===== config.mk =====
export PLATFORM = sky130hd
export DESIGN_NAME = divmod_sched
export DESIGN_NICKNAME = d
export VERILOG_FILES = /design/src/rtl/divmod_sched_pkg.sv /design/src/rtl/divmod_sched.sv
export SDC_FILE = /design/constraint.sdc
export NUM_CORES = 1
export LEC_CHECK = 0
export ABC_AREA = 1
export BUFFER_PORTS_ARGS = -buffer_cell sky130_fd_sc_hd__buf_4
export CAP_MARGIN = 20
export CORE_AREA = 2 2 259 261
export CTS_CLUSTER_SIZE = 40
export DETAILED_ROUTE_END_ITERATION = 12
export DIE_AREA = 0 0 261 263
export GPL_ROUTABILITY_DRIVEN = 1
export HOLD_SLACK_MARGIN = 0.15
export PLACE_DENSITY = 0.44
export SLEW_MARGIN = 10
export SYNTH_ARGS = -nofsm -noshare
export SYNTH_HDL_FRONTEND = slang
export SYNTH_SLANG_ARGS = --single-unit

===== constraint.sdc =====
create_clock -name clk -period 2.2 [get_ports clk]
set_input_delay 0.44 -clock clk [delete_from_list [all_inputs] [get_ports clk]]
set_output_delay 0.44 -clock clk [all_outputs]
set_load 0.05 [all_outputs]

===== src/rtl/divmod_sched_pkg.sv =====
// Shared types for the divide sequencer: FSM states, CPU-side port bundles,
// divide-unit command/result bundles and the 32-to-64 result extension rule.
package divmod_sched_pkg;

   typedef enum logic [2:0] {
      StIdle,
      StIssue,
      StWait,
      StZero,
      StResp,
      StDrain
   } DivmodSchedState;

   // Saturation point of the result-latency counter
   localparam logic [7:0] CyclesMax = 8'hFF;

   // Command side as seen from the execute stage
   typedef struct packed {
      logic        valid;
      logic        wide;
      logic        sgn;
      logic [63:0] num;
      logic [63:0] denom;
      logic        flush;
      logic        ack;
   } StrcInDivmodSched;

   // Response side as seen from the execute stage
   typedef struct packed {
      logic        ready;
      logic        valid;
      logic [63:0] quot;
      logic [63:0] rem;
      logic        div_zero;
      logic [7:0]  cycles;
      logic        busy;
   } StrcOutDivmodSched;

   // 32-bit divide unit, command and result halves
   typedef struct packed {
      logic        enable;
      logic        unsgn_or_sgn;
      logic [31:0] num;
      logic [31:0] denom;
   } StrcDivmod32Cmd;

   typedef struct packed {
      logic [31:0] quot;
      logic [31:0] rem;
      logic        can_accept_cmd;
      logic        data_ready;
   } StrcDivmod32Res;

   // 64-bit divide unit, command and result halves
   typedef struct packed {
      logic        enable;
      logic        unsgn_or_sgn;
      logic [63:0] num;
      logic [63:0] denom;
   } StrcDivmod64Cmd;

   typedef struct packed {
      logic [63:0] quot;
      logic [63:0] rem;
      logic        can_accept_cmd;
      logic        data_ready;
   } StrcDivmod64Res;

   // Signed results copy bit 31 upward, unsigned results are zero-filled
   function automatic logic [63:0] divmod_extend32(input bit sgn, input bit [31:0] v);
      return sgn ? {{32{v[31]}}, v} : {32'h0000_0000, v};
   endfunction

endpackage


===== src/rtl/divmod_sched.sv =====
// Sequencer between the execute stage and the 32/64-bit divide units.
// Takes one command at a time, issues it to the selected unit once that unit
// can accept it, captures the result and holds it until acknowledged.
// Divide-by-zero is answered locally without touching either unit.
module divmod_sched
   import divmod_sched_pkg::*;
(
   input  logic        clk,
   input  logic        rst,
   input  logic        req_valid,
   output logic        req_ready,
   input  logic        req_wide,
   input  logic        req_signed,
   input  logic [63:0] req_num,
   input  logic [63:0] req_denom,
   input  logic        flush,
   output logic        resp_valid,
   input  logic        resp_ack,
   output logic [63:0] resp_quot,
   output logic [63:0] resp_rem,
   output logic        resp_div_zero,
   output logic [7:0]  resp_cycles,
   output logic        busy,
   output logic        d32_enable,
   output logic        d32_unsgn_or_sgn,
   output logic [31:0] d32_num,
   output logic [31:0] d32_denom,
   input  logic [31:0] d32_quot,
   input  logic [31:0] d32_rem,
   input  logic        d32_can_accept_cmd,
   input  logic        d32_data_ready,
   output logic        d64_enable,
   output logic        d64_unsgn_or_sgn,
   output logic [63:0] d64_num,
   output logic [63:0] d64_denom,
   input  logic [63:0] d64_quot,
   input  logic [63:0] d64_rem,
   input  logic        d64_can_accept_cmd,
   input  logic        d64_data_ready
);

   DivmodSchedState state;

   logic [63:0] num_q;
   logic [63:0] denom_q;
   logic        wide_q;
   logic        signed_q;

   logic        sel_can_accept;
   logic        sel_data_ready;
   logic        issue_fire;
   logic        req_denom_zero;
   logic [63:0] unit_quot;
   logic [63:0] unit_rem;
   logic [63:0] zero_quot;
   logic [63:0] zero_rem;

   // Pick the selected unit's handshake/result and prepare the zero-divide answer
   always_comb begin
      sel_can_accept = wide_q ? d64_can_accept_cmd : d32_can_accept_cmd;
      sel_data_ready = wide_q ? d64_data_ready : d32_data_ready;
      issue_fire     = (state == StIssue) && !flush && sel_can_accept;
      unit_quot      = wide_q ? d64_quot : divmod_extend32(signed_q, d32_quot);
      unit_rem       = wide_q ? d64_rem : divmod_extend32(signed_q, d32_rem);
      zero_quot      = wide_q ? 64'hFFFF_FFFF_FFFF_FFFF
                              : divmod_extend32(signed_q, 32'hFFFF_FFFF);
      zero_rem       = wide_q ? num_q : divmod_extend32(signed_q, num_q[31:0]);
      req_denom_zero = req_wide ? (req_denom == 64'd0) : (req_denom[31:0] == 32'd0);
   end

   // The enable strobe lands in the same cycle the unit reports it can take a
   // command, so a stale can_accept_cmd is never acted on; flush suppresses it
   assign d32_enable       = issue_fire && !wide_q;
   assign d64_enable       = issue_fire && wide_q;
   assign d32_unsgn_or_sgn = signed_q;
   assign d64_unsgn_or_sgn = signed_q;
   assign d32_num          = num_q[31:0];
   assign d32_denom        = denom_q[31:0];
   assign d64_num          = num_q;
   assign d64_denom        = denom_q;

   // Command sequencing, result capture and latency counting
   always_ff @(posedge clk) begin
      if (rst) begin
         state         <= StIdle;
         req_ready     <= 1'b1;
         busy          <= 1'b0;
         resp_valid    <= 1'b0;
         resp_div_zero <= 1'b0;
         resp_quot     <= 64'd0;
         resp_rem      <= 64'd0;
         resp_cycles   <= 8'd0;
         num_q         <= 64'd0;
         denom_q       <= 64'd0;
         wide_q        <= 1'b0;
         signed_q      <= 1'b0;
      end else begin
         if (((state == StIssue) || (state == StWait)) && (resp_cycles != CyclesMax)) begin
            resp_cycles <= resp_cycles + 8'd1;
         end
         unique case (state)
            StIdle: begin
               if (req_valid && req_ready) begin
                  num_q       <= req_num;
                  denom_q     <= req_denom;
                  wide_q      <= req_wide;
                  signed_q    <= req_signed;
                  resp_cycles <= 8'd0;
                  req_ready   <= 1'b0;
                  busy        <= 1'b1;
                  state       <= req_denom_zero ? StZero : StIssue;
               end
            end
            StIssue: begin
               if (flush) begin
                  state     <= StIdle;
                  req_ready <= 1'b1;
                  busy      <= 1'b0;
               end else if (sel_can_accept) begin
                  state <= StWait;
               end
            end
            StWait: begin
               if (flush) begin
                  state <= StDrain;
               end else if (sel_data_ready) begin
                  resp_quot     <= unit_quot;
                  resp_rem      <= unit_rem;
                  resp_div_zero <= 1'b0;
                  resp_valid    <= 1'b1;
                  state         <= StResp;
               end
            end
            StZero: begin
               if (flush) begin
                  state     <= StIdle;
                  req_ready <= 1'b1;
                  busy      <= 1'b0;
               end else begin
                  resp_quot     <= zero_quot;
                  resp_rem      <= zero_rem;
                  resp_div_zero <= 1'b1;
                  resp_valid    <= 1'b1;
                  state         <= StResp;
               end
            end
            StResp: begin
               if (flush || resp_ack) begin
                  resp_valid    <= 1'b0;
                  resp_div_zero <= 1'b0;
                  req_ready     <= 1'b1;
                  busy          <= 1'b0;
                  state         <= StIdle;
               end
            end
            StDrain: begin
               if (sel_data_ready) begin
                  req_ready <= 1'b1;
                  busy      <= 1'b0;
                  state     <= StIdle;
               end
            end
            default: begin
               state     <= StIdle;
               req_ready <= 1'b1;
               busy      <= 1'b0;
            end
         endcase
      end
   end

endmodule


=== Word-level counts from Yosys, hierarchy flattened ===
Index checks and enable logic that the tools add are counted.

* Add/subtract/negate cells: 1
* Eq/ne operators: 15
* Bitwise gates (word level): 1
* Multiplexer cells: 47
* Reductions and logical operators: 21
* Magnitude comparators: 0
* Multipliers: 0
* Shift operators: 0
* Divide/modulo/power cells: 0

{| class="wikitable"
|+ Operator list
! cell !! count
|-
| $mux W64 || 14
|-
| $pmux W64 S2 || 2
|-
| $logic_not A64 Y1 || 1
|-
| $logic_not A32 Y1 || 1
|-
| $mux W3 || 8
|-
| $mux W8 || 3
|-
| $pmux W3 S6 || 1
|-
| $reduce_and A5 Y1 || 3
|-
| $mux W1 || 14
|-
| $ne A2 B2 Y1 const B || 6
|-
| $pmux W1 S5 || 2
|-
| $add A8 B1 Y8 const B || 1
|-
| $ne A8 B8 Y1 const B || 1
|-
| $eq A3 B2 Y1 const B || 2
|-
| $eq A3 B3 Y1 const B || 2
|-
| $logic_and A1 B1 Y1 || 6
|-
| $ne A3 B3 Y1 const B || 2
|-
| $pmux W1 S3 || 2
|-
| $reduce_and A4 Y1 || 1
|-
| $eq A3 B1 Y1 const B || 1
|-
| $logic_not A3 Y1 || 1
|-
| $reduce_bool A3 Y1 || 1
|-
| $logic_not A1 Y1 || 2
|-
| $logic_or A1 B1 Y1 || 2
|-
| 6 further kinds || 6
|}

* Output and inout port bits: 336
* Word-level logic and storage cells: 97
* Bits of input ports: 331
* Memory bits (read-only): 0
* Bits in writable memories: 0
* Memories: 0
* Register bits: 273
* Latch bits: 0

=== Longest topological paths before layout ===
* Word-level depth: 6
* Depth in mapped cells: 14
* Gate-level depth less buffers: 12

=== Least setup slack after synthesis ===
OpenSTA, ideal clock, no wires.

* Kind: register -> output
* Start point: reg wide_q
* End point: out d32_enable
* Cell stages (with the launch flop): 5
* Data required time: 1.760 ns
* Arrival time: 1.919 ns
* Buffers on the path: 3
* Setup slack: -0.159 ns
* Path through: dfxtp_1 -> buf_2 -> clkbuf_1 -> clkbuf_1 -> nor3_1

* Longest elaborated chain between the ends: 3
* Elaborated cells on any way between the ends: 4
* Classes of those cells: mux (1); reduce/logical (3)

{| class="wikitable"
|+ Ends and longest elaborated chain
! what !! line !! source
|-
| start: declaration || divmod_sched.sv:46 || <nowiki>logic wide_q;</nowiki>
|-
| start signal: assignment || divmod_sched.sv:106 || <nowiki>wide_q <= req_wide;</nowiki>
|-
| $mux W1 || divmod_sched.sv:60 || <nowiki>sel_can_accept = wide_q ? d64_can_accept_cmd : d32_can_accept_cmd;</nowiki>
|-
| $logic_and A1 B1 Y1 || divmod_sched.sv:62 || <nowiki>issue_fire = (state == StIssue) && !flush && sel_can_accept;</nowiki>
|-
| $logic_and A1 B1 Y1 * || divmod_sched.sv:73 || <nowiki>assign d32_enable = issue_fire && !wide_q;</nowiki>
|-
| end: declaration || divmod_sched.sv:24 || <nowiki>output logic d32_enable,</nowiki>
|}

Every way passes the cells marked *; elsewhere a longest branch is shown, timed or not.

=== Final worst setup path ===
* Start point: reg state[0]
* End point: out d32_enable

* Longest elaborated chain between the ends: 4

{| class="wikitable"
|+ Ends and longest elaborated chain
! what !! line !! source
|-
| start: declaration || divmod_sched.sv:42 || <nowiki>DivmodSchedState state;</nowiki>
|-
| start signal: assignment || divmod_sched.sv:85 || <nowiki>state <= StIdle;</nowiki>
|-
| start signal: assignment || divmod_sched.sv:111 || <nowiki>state <= req_denom_zero ? StZero : StIssue;</nowiki>
|-
| start signal: assignment || divmod_sched.sv:116 || <nowiki>state <= StIdle;</nowiki>
|-
| $eq A3 B1 Y1 || divmod_sched.sv:62 ||
|-
| $logic_and A1 B1 Y1 (2 in a row) || divmod_sched.sv:62 ||
|-
| $logic_and A1 B1 Y1 || divmod_sched.sv:73 ||
|}

No other way between the ends.

==> metrics <==
CTS H-tree lvls 2; post-route minimum period 2.06 ns; area grow syn2layout 53.8%; initial antenna violation count 7; TNS Setup 0 ns; fin. max-slew vios 0; crit start category flop; total track usage 16.7%; die area 68600 um2; critical path arrival 1.62 ns; Post-Synthesis Cells 1874; core region area 65600 um2; FF-to-FF End resp_rem[30]; period utilisation layout 93.8%; clock-pin slew on the worst setup and hold paths 0.06 ns; clk sink count 273; GP Congestion 0.826; fin cells 3303; Hold WC Path Type in2reg; Synth top area share 42.6%; Top delay family on crit path flip-flops; Layout Nets 2744; global-route wire length before repair 87.1 mm; status completed; measured slew at the worst slew-check pin 0.754 ns; IO buf count 666; crit-path most repeated cell buf_4; io pins 667; area of the multi-input gates 5750 um2; RSZ-0062 raised after global routing no; Buf/Inv on CP 2; Post-Syn Area per Cell 6.85 um2; Slowest cell on crit path dfxtp_1; worst reg-to-reg path cell count 8; Pre-antenna DRT Iters 5; DR vias 14100; leakage power 8.97 nW; Clock Skew 0.0151 ns; met2 usage in global routing 29.7%; crit path cell chain nand4_1, buf_4, nor3_2, buf_4; met1 Track Usage GR 19.5%; Pwr Density 1300 nW/um2; First DRT Iteration DRCs 625; crit-path max cell delay 0.46 ns; CP Capture Type output pin; area leader, netlist dfxtp_1; dpl cells 3233; WL per Instance 18.2 um; fmax 485 MHz; largest net degree at the start of global routing 72; CTS tree built; vias in the first global route 14000; routed vias/inst 4.28; Final setup viols 0; flops & latches, synth 273; storage element area 5470 um2; CP Max Fanout 7; root buf cell clkbuf_16; TritonCTS Buffers 36; GR Layer Usage met3 4.77%; Pwr Total 25.6 mW; RR Startpoint wide_q; initial core utilization 19.6%; post-synth cell types 28; commonest non-fill, non-tap cell in the layout buf_4; Final Hold Viols 0; post-DP HPWL 44.4 mm; proportion of layout cells with a drive suffix above 1 32.2%; Worst R2R Setup Slack 0.19 ns; num rows 94; GRT overflow 0; Post-Syn Area 12800 um2; maxcap violations 0; Hold EP d64_num[57]; min-delay src req_num[57]; most frequent cells in the layout 682 x buf_4, 365 x nand2_1, 272 x dfxtp_1; DRC errors left 0; Worst EP required 1.76 ns; busiest grt layer met2; later-pin clock latency in the skew report 0.54 ns; die width 261 um; Hold Path Cell Cnt 3; ranking of synthesized cells by area dfxtp_1 43%, nand2_1 11%, o21ai_0 9.8%; Antenna Nets Post-Route 0; Syn Nets 2206; Fillers 7293; Post-Route WL 60.2 mm; Clock Path Buffers 3; peak supply drop 0.000672 V; Yosys warning total 0; die height 263 um; WS Path Type reg2out; register area share after synthesis 42.6%; Max-slew headroom 49.8%
[registers in the layout (all words and copies together) (netlist names), 3 cells and up]
signal       flops
d64_denom       64
resp_quot       64
resp_cycles      8
d64_num         64
resp_rem        64
state            3
[cells in the mapped netlist, drive strengths merged]
| library cell | instances |
|---|---|
| a21oi | 206 |
| buf | 90 |
| clkbuf | 117 |
| clkinv | 1 |
| dfxtp | 273 |
| ha | 1 |
| inv | 149 |
| nand2 | 368 |
| nand3 | 40 |
| nand3b | 65 |
| nand4 | 34 |
| nor2 | 247 |
| nor3 | 8 |
| nor3b | 1 |
| o211ai | 2 |
| o21ai | 271 |
| xnor2 | 1 |
[logic make-up (layout without fill, tap and decap cells)]
group | Yosys count | count (layout) | synth area share (%)
and+or+nand+nor | 763 | 763 | 25.6
AOI/OAI and AO/OA | 479 | 479 | 18.7
buffers and inverters | 357 | 921 | 12.9
DFF | 273 | 273 | 42.6
adders and majority gates | 1 | 1 | 0.0975
xor gates and xnor gates | 1 | 1 | 0.0683
other | 0 | 1 | 0
[where the power goes]
group	total [mW]	switching (mW)	leakage (nW)	internal [mW]
clock network	6.18	2.39	0.602	3.79
logic	12.5	8.80	6.13	3.69
registers	6.96	0.904	2.23	6.05
total	25.6	12.1	8.97	13.5
[through the flow]
| stage | hold WS (ns) | cell area, um2 | worst slack (ns) | util (%) |
|---|---|---|---|---|
| finish | 0.184 | 19700 | 0.137 | 30.1 |
| global route | 0.169 | 19700 | 0.0104 | 30.1 |
| CTS | 0.150 | 19700 | 0.0157 | 30.0 |
| detailed placement | 0.436 | 18400 | 0.0526 | 28.0 |
| global placement | 0.434 | 18400 | 0.0899 | 28.0 |
| floorplan | 0.594 | 12800 | 0.253 | - |
[per-layer routing]
metal,up-vias,routed length (um)
li1,7076,-
met1,6548,24600
met2,436,29800
met3,66,4460
met4,8,1230
met5,-,55
[worst register-to-register path, cell delays in order, from the launching register on]
cell and delay, ns:
dfxtp_4 0.39, inv_2 0.07, buf_4 0.58, nand2_1 0.26
nand2_1 0.10, nand2_1 0.05, o21ai_0 0.20, o21ai_0 0.20
nor2_1 0.10
[worst max-delay path by stage]
stage,startpoint,to,cells after the start
floorplan,wide_q,d32_enable,4
global placement,d32_data_ready,resp_quot[40],13
detailed placement,d32_data_ready,resp_quot[59],13
CTS,wide_q,d64_enable,4
global route,wide_q,resp_rem[30],8
finish,state[0],d32_enable,4
[timing repair]
action	4_1_cts	5_1_grt
gates cloned	2	0
pin swaps	0	0
hold endpoints to repair	2	0
hold buffers	2	0
gates resized for setup	1	3
buffers inserted	0	1
endpoints found under the setup margin	1	87
[final cells by class]
| type | instances | share of cell area (%) |
|---|---|---|
| Tap cell | 864 | 5.48 |
| Antenna cell | 1 | 0.0127 |
| Inverter | 150 | 2.90 |
| Clock buffer | 50 | 5.29 |
| Clock inverter | 14 | 0.926 |
| Timing Repair Buffer | 707 | 28.5 |
| Sequential cell | 273 | 27.7 |
| Multi-Input combinational cell | 1244 | 29.1 |
(Power assumes the default switching activity.)
